File: src/rtl/mult_div_unit.sv
// ---------------------------------------------------------------------------
// mult_div_unit
//   Iterative multiply/divide unit with HI/LO result registers, executing
//   MULTU/MULT/DIVU/DIV in WIDTH cycles (radix-2 shift-add multiply,
//   restoring divide). It sits beside the ALU in the execute stage. busy
//   stalls the pipeline. HI/LO feed the MFHI/MFLO writeback path.
//
//   Optional feature macro: MULDIV_SIGNED_EN
//     defined   : op[0]=1 selects signed MULT/DIV. Operands are converted to
//                 magnitudes when the operation starts, and the result sign
//                 is fixed when it commits.
//     undefined : op[0] is ignored. MULT runs as MULTU and DIV runs as DIVU.
//
// Ports
//   Clk          in   clock, rising edge
//   reset        in   synchronous, active-high reset
//   start        in   one-cycle request, accepted only in IDLE or DONE
//   op           in   00 MULTU, 01 MULT, 10 DIVU, 11 DIV
//   A, B         in   multiplicand/dividend, multiplier/divisor
//   mthi, mtlo   in   write A into HI / LO (ignored while busy or on start)
//   busy         out  operation in progress (stall request)
//   done         out  one-cycle pulse; HI/LO hold the new result
//   div_by_zero  out  set with done when a divide had B==0
//   HI, LO       out  result registers
//
// Handshake: start is a single-cycle request with no ready signal. It is
// accepted on any edge where the unit is not busy. A request made while busy
// is dropped, not queued. Completion is signalled by done for one cycle.
// ---------------------------------------------------------------------------
module mult_div_unit #(
  parameter int WIDTH = 32,
  parameter int CNT_W = 5
) (
  input  logic             Clk,
  input  logic             reset,
  input  logic             start,
  input  logic [1:0]       op,
  input  logic [WIDTH-1:0] A,
  input  logic [WIDTH-1:0] B,
  input  logic             mthi,
  input  logic             mtlo,
  output logic             busy,
  output logic             done,
  output logic             div_by_zero,
  output logic [WIDTH-1:0] HI,
  output logic [WIDTH-1:0] LO
);

  typedef enum logic [1:0] {S_IDLE, S_RUN, S_DONE} state_t;

  state_t               state;
  logic [CNT_W-1:0]     cnt;
  logic [WIDTH-1:0]     opnd;      // multiplicand (mult) or divisor (div)
  logic [2*WIDTH-1:0]   acc;       // mult: {partial, multiplier}; div: {rem, quot}
  logic                 is_div;
  logic                 dbz_pend;  // published on div_by_zero at commit
  logic                 neg_lo;    // negate product (mult) or quotient (div)
  logic                 neg_hi;    // negate remainder (div)

  logic [WIDTH:0]       add_sum;
  logic [WIDTH:0]       trial;
  logic [2*WIDTH-1:0]   acc_step;
  logic [WIDTH-1:0]     res_hi;
  logic [WIDTH-1:0]     res_lo;
  logic [WIDTH-1:0]     mag_a;
  logic [WIDTH-1:0]     mag_b;
  logic                 sgn_lo;
  logic                 sgn_hi;

  // Operand magnitudes and the sign flags that are latched at start.
`ifdef MULDIV_SIGNED_EN
  always_comb begin
    mag_a  = (op[0] && A[WIDTH-1]) ? (~A + 1'b1) : A;
    mag_b  = (op[0] && B[WIDTH-1]) ? (~B + 1'b1) : B;
    // The quotient sign is not flipped on a divide by zero. HI then comes
    // back as -|A| == A and LO as all ones, the same as for DIVU.
    sgn_lo = op[0] && (A[WIDTH-1] ^ B[WIDTH-1]) && !(op[1] && (B == '0));
    sgn_hi = op[0] && op[1] && A[WIDTH-1];
  end
`else
  logic unused_op0;
  assign unused_op0 = op[0];
  always_comb begin
    mag_a  = A;
    mag_b  = B;
    sgn_lo = 1'b0;
    sgn_hi = 1'b0;
  end
`endif

  // One iteration of the shift-add multiply or restoring divide.
  always_comb begin
    add_sum = {1'b0, acc[2*WIDTH-1:WIDTH]} + {1'b0, opnd};
    // Trial subtract on the left-shifted remainder. Bit WIDTH set means a borrow.
    trial   = acc[2*WIDTH-1:WIDTH-1] - {1'b0, opnd};
    if (is_div) begin
      if (!trial[WIDTH]) acc_step = {trial[WIDTH-1:0], acc[WIDTH-2:0], 1'b1};
      else               acc_step = {acc[2*WIDTH-2:0], 1'b0};
    end else begin
      if (acc[0]) acc_step = {add_sum, acc[WIDTH-1:1]};
      else        acc_step = {1'b0, acc[2*WIDTH-1:1]};
    end
  end

  // Final sign fix on the last iteration's value.
`ifdef MULDIV_SIGNED_EN
  logic [2*WIDTH-1:0] prod_fix;
  always_comb begin
    prod_fix = neg_lo ? (~acc_step + 1'b1) : acc_step;
    if (is_div) begin
      res_hi = neg_hi ? (~acc_step[2*WIDTH-1:WIDTH] + 1'b1) : acc_step[2*WIDTH-1:WIDTH];
      res_lo = neg_lo ? (~acc_step[WIDTH-1:0] + 1'b1) : acc_step[WIDTH-1:0];
    end else begin
      res_hi = prod_fix[2*WIDTH-1:WIDTH];
      res_lo = prod_fix[WIDTH-1:0];
    end
  end
`else
  logic unused_sign;
  assign unused_sign = neg_lo ^ neg_hi;
  always_comb begin
    res_hi = acc_step[2*WIDTH-1:WIDTH];
    res_lo = acc_step[WIDTH-1:0];
  end
`endif

  always_ff @(posedge Clk) begin
    if (reset) begin
      state       <= S_IDLE;
      cnt         <= '0;
      opnd        <= '0;
      acc         <= '0;
      is_div      <= 1'b0;
      dbz_pend    <= 1'b0;
      neg_lo      <= 1'b0;
      neg_hi      <= 1'b0;
      busy        <= 1'b0;
      done        <= 1'b0;
      div_by_zero <= 1'b0;
      HI          <= '0;
      LO          <= '0;
    end else begin
      case (state)
        S_RUN: begin
          acc <= acc_step;
          cnt <= cnt + 1'b1;
          if (cnt == CNT_W'(WIDTH-1)) begin
            HI          <= res_hi;
            LO          <= res_lo;
            div_by_zero <= dbz_pend;
            busy        <= 1'b0;
            done        <= 1'b1;
            state       <= S_DONE;
          end
        end
        default: begin  // S_IDLE, S_DONE
          if (start) begin
            // A start takes priority over mthi/mtlo in the same cycle.
            state       <= S_RUN;
            cnt         <= '0;
            is_div      <= op[1];
            opnd        <= op[1] ? mag_b : mag_a;
            acc         <= {{WIDTH{1'b0}}, (op[1] ? mag_a : mag_b)};
            dbz_pend    <= op[1] && (B == '0);
            neg_lo      <= sgn_lo;
            neg_hi      <= sgn_hi;
            div_by_zero <= 1'b0;
            busy        <= 1'b1;
            done        <= 1'b0;
          end else begin
            state <= S_IDLE;
            done  <= 1'b0;
            if (mthi) HI <= A;
            if (mtlo) LO <= A;
          end
        end
      endcase
    end
  end

endmodule

File: config.mk
export PLATFORM = sky130hd
export DESIGN_NAME = mult_div_unit
export DESIGN_NICKNAME = d
export VERILOG_FILES = /design/src/rtl/mult_div_unit.sv
export SDC_FILE = /design/constraint.sdc
export NUM_CORES = 1
export LEC_CHECK = 0
export CORE_MARGIN = 10
export CORE_UTILIZATION = 50
export DETAILED_ROUTE_END_ITERATION = 10
export PLACE_DENSITY = 0.79
export SLEW_MARGIN = 10
export SYNTH_ARGS = -nofsm -noshare
export SYNTH_HDL_FRONTEND = slang
export SYNTH_SLANG_ARGS = --single-unit
export TNS_END_PERCENT = 100
File: constraint.sdc
create_clock -name Clk -period 5.3 [get_ports Clk]
set_input_delay 1.325 -clock Clk [delete_from_list [all_inputs] [get_ports Clk]]
set_output_delay 1.325 -clock Clk [all_outputs]
set_load 0.02 [all_outputs]
==> metrics <==
run status completed; FF+latch count, synth 172; Critical path buffers and inverters 3; Core Region 24,200 µm²; sequential area share after synthesis 28.1%; Leak about 5.6 nW; final setup violation count 0; synth unique cells 77; Die Height 177 µm; Final nets 1,812; Die Wd 177 µm; Switching Fraction 34.5%; CTS Hold Buffers Added 0; CP Max Fanout 27; unrepaired setup endpoints after global routing no; number of CTS-inserted buffers 17; Final Cycle Share 74.5%; DRT iter0 DRCs 1,371; layout cells sized above 1 5.87%; TritonRoute pass-1 iters 5; min Tclk post-route 3.95 ns; post-synthesis cell count 1,610; Synthesized Nets 1,749; total global routing overflow 0; HP Class reg -> reg; Seq pwr share 38.3%; Switching Power 1.31 mW; Resize count post-CTS 0; IR drop worst, VDD 0.000223 V; Final Hold Viols 0; gp weighted congestion between 0.9 and 1; clk slew on worst S/H paths 0.07 ns; fmax 253 MHz; first-pass GRT wire length roughly 63 mm; cell-internal power 2.49 mW; Vias between 10,000 and 15,000; Slowest-stage cell, CP a21oi_1; H-tree Lvls 4; Worst R2R Setup Slack 1.35 ns; asr flop ratio synth 0%; drt wl/cell approximately 20 µm; Top delay family on crit path compound AO/OA/AOI/OAI gates; ANT nets after route 0; DRC Markers 0; Clock power frac roughly a third; crit end category flop; port bufs 136; row count 57; CP startpoint kind flop; Sink Count 172; YS warnings 0; Max Cap Viol 0; DIE AREA 31,200 µm²; Worst Tran Pin Value about 1.1 ns; I/O pins 138; final wirelength 40.1 mm; Root Buffer clkbuf_16; postcts setup bufs 0; setup total negative slack 0 ns; most common flop cell mapped by yosys dfxtp_1; # fillers 2,240; critical path class reg -> reg; Area growth syn-to-layout 16.7%; CP Data Arrival Time 4.20 ns; Rel. slew slack 24.6%; Max clock buf depth 2; DPL Wire Length ~30 mm; Avg Vias per Cell around 6.2; CTS tree yes; initial antenna violation count 1; Design Power 3.80 mW; largest net degree at the start of global routing 95; Post-synth EDFFs 0; Worst Path Required between 5 and 6 ns; power share of the combinational group between 20% and 30%; CP max stage delay 0.43 ns; final worst-path setup slack 1.35 ns; worst hold slack roughly 0.5 ns; GRT Total Usage 24.9%; Cell Chain, Critical Path inv_1 > ha_1 > inv_1 > fa_1 > a211oi_1 > o21ai_1 > o211ai_1 > a21oi_1 > a221oi_4 > buf_4 > mux2i_1 > nor2_1 > a21oi_1 > a311oi_1; vias in the first global route 11,800; P per Cell Area 265 nW/µm²; Reg area between 3000 and 4000 µm²; Worst-Skew Late Latency 0.44 ns; area occupied by multi-input gates 8200 µm²; Initial Utilization 50.6%; max-slew violations 0; Final Skew 0.0159 ns; pre-CTS setup slack roughly 1.4 ns; Synth Area per Inst 7.61 µm²; synthesized cell area 12,300 µm²
[cells in the mapped netlist (15+ instances only)]
cell	count	area share, %
a21oi_1	203	8.3
nor2_1	202	6.2
nand2_1	177	5.4
dfxtp_1	172	28
mux2i_1	98	8.0
clkbuf_1	80	2.4
ha_1	66	6.7
a211oi_1	60	3.7
o21ai_0	60	2.4
inv_1	50	1.5
o211ai_1	38	2.3
nor3_1	36	1.5
xnor2_1	26	1.9
a21o_1	25	1.5
mux2_2	24	2.2
nand3_1	24	0.98
a311oi_1	23	1.6
xor2_1	15	1.1
[logic make-up (layout without fill, tap and decap cells)]
| logic type | Yosys count | in the layout | synth area share, % |
|---|---|---|---|
| fa+ha+maj | 68 | 68 | 7.06 |
| other cells | 0 | 1 | 0 |
| flops | 172 | 172 | 28.1 |
| simple gates | 533 | 533 | 19.2 |
| compound gates | 514 | 514 | 27.3 |
| buf+inv | 160 | 236 | 5.22 |
| mux | 122 | 122 | 10.2 |
| xor+xnor | 41 | 41 | 2.93 |
[sequential cells by signal, summed over array words and instances, names as in the netlist, 2 cells and up]
register / cells
opnd: 32
LO: 32
HI: 32
state: 2
cnt: 5
acc: 64
[worst reg2reg max path, delay by kind of cell, from the launching register on]
kind,cells,cell delay [ns]
flops,1,0.31
fa+ha+maj,2,0.64
mux,1,0.26
compound gates,7,1.89
simple gates,1,0.06
buf+inv,3,0.60
[stage by stage]
stage,cell area [µm²],std cells,utilization [%]
3_3_place_gp,13700,1978,56.6
6_report,14300,2011,59.0
5_1_grt,14300,2010,59.0
3_5_place_dp,13700,1978,56.6
4_1_cts,14300,2010,59.0
2_1_floorplan,12300,1610,-
[final timing paths]
path | from | end | cells past startpoint
worst max-delay path | acc[31] | HI[13] | 14
worst min-delay path | dbz_pend | div_by_zero | 2
worst max register to register | acc[31] | HI[13] | 14
worst min register to register | dbz_pend | div_by_zero | 2
[cell usage in the layout, fill, tap and decap left out, types with 9 or more instances in the layout]
master	n
ha_1	66
xnor2_1	26
o211ai_1	38
clkdlybuf4s50_1	133
nor3_1	36
mux2_2	24
nor4_1	10
or3_1	14
xor2_1	15
nand2b_1	13
buf_4	19
a21oi_1	202
nor2_1	201
nand4_1	12
a311oi_1	23
a31oi_1	13
a21o_1	25
a221oi_1	9
nand2_1	176
clkbuf_16	17
a211oi_1	60
mux2i_1	98
and3_1	9
o21ai_0	60
nand3_1	24
nor2b_1	10
dfxtp_1	171
inv_1	50
[metal layers]
metal | up-vias | routed length [µm] | track usage, %
met2 | 584 | 18000 | 39.0
met4 | 0 | 1040 | 8.27
met5 | - | 0 | 0
met1 | 5864 | 17200 | 33.1
li1 | 6033 | - | -
met3 | 73 | 3940 | 5.60
[power by group through the flow]
| stage | Combinational, mW | Clock (mW) | Sequential (mW) |
|---|---|---|---|
| global route | 1.18 | 1.31 | 1.46 |
| detailed placement | 1.06 | 0 | 1.48 |
| finish | 1.08 | 1.26 | 1.46 |
| CTS | 1.07 | 1.27 | 1.45 |
| floorplan | 0.718 | 0 | 1.49 |
| global placement | 1.04 | 0 | 1.48 |
[cell type report]
type	instances	area share (%)
diodes	1	0.0175
clock buffers	18	3.07
clock inverters	14	1.01
inverters	51	1.34
multi-input cells	1278	57.3
flip-flops and latches	172	24.1
well taps	324	2.83
repair buffers	153	10.3
Note: power is estimated with default switching activity, not from simulation.
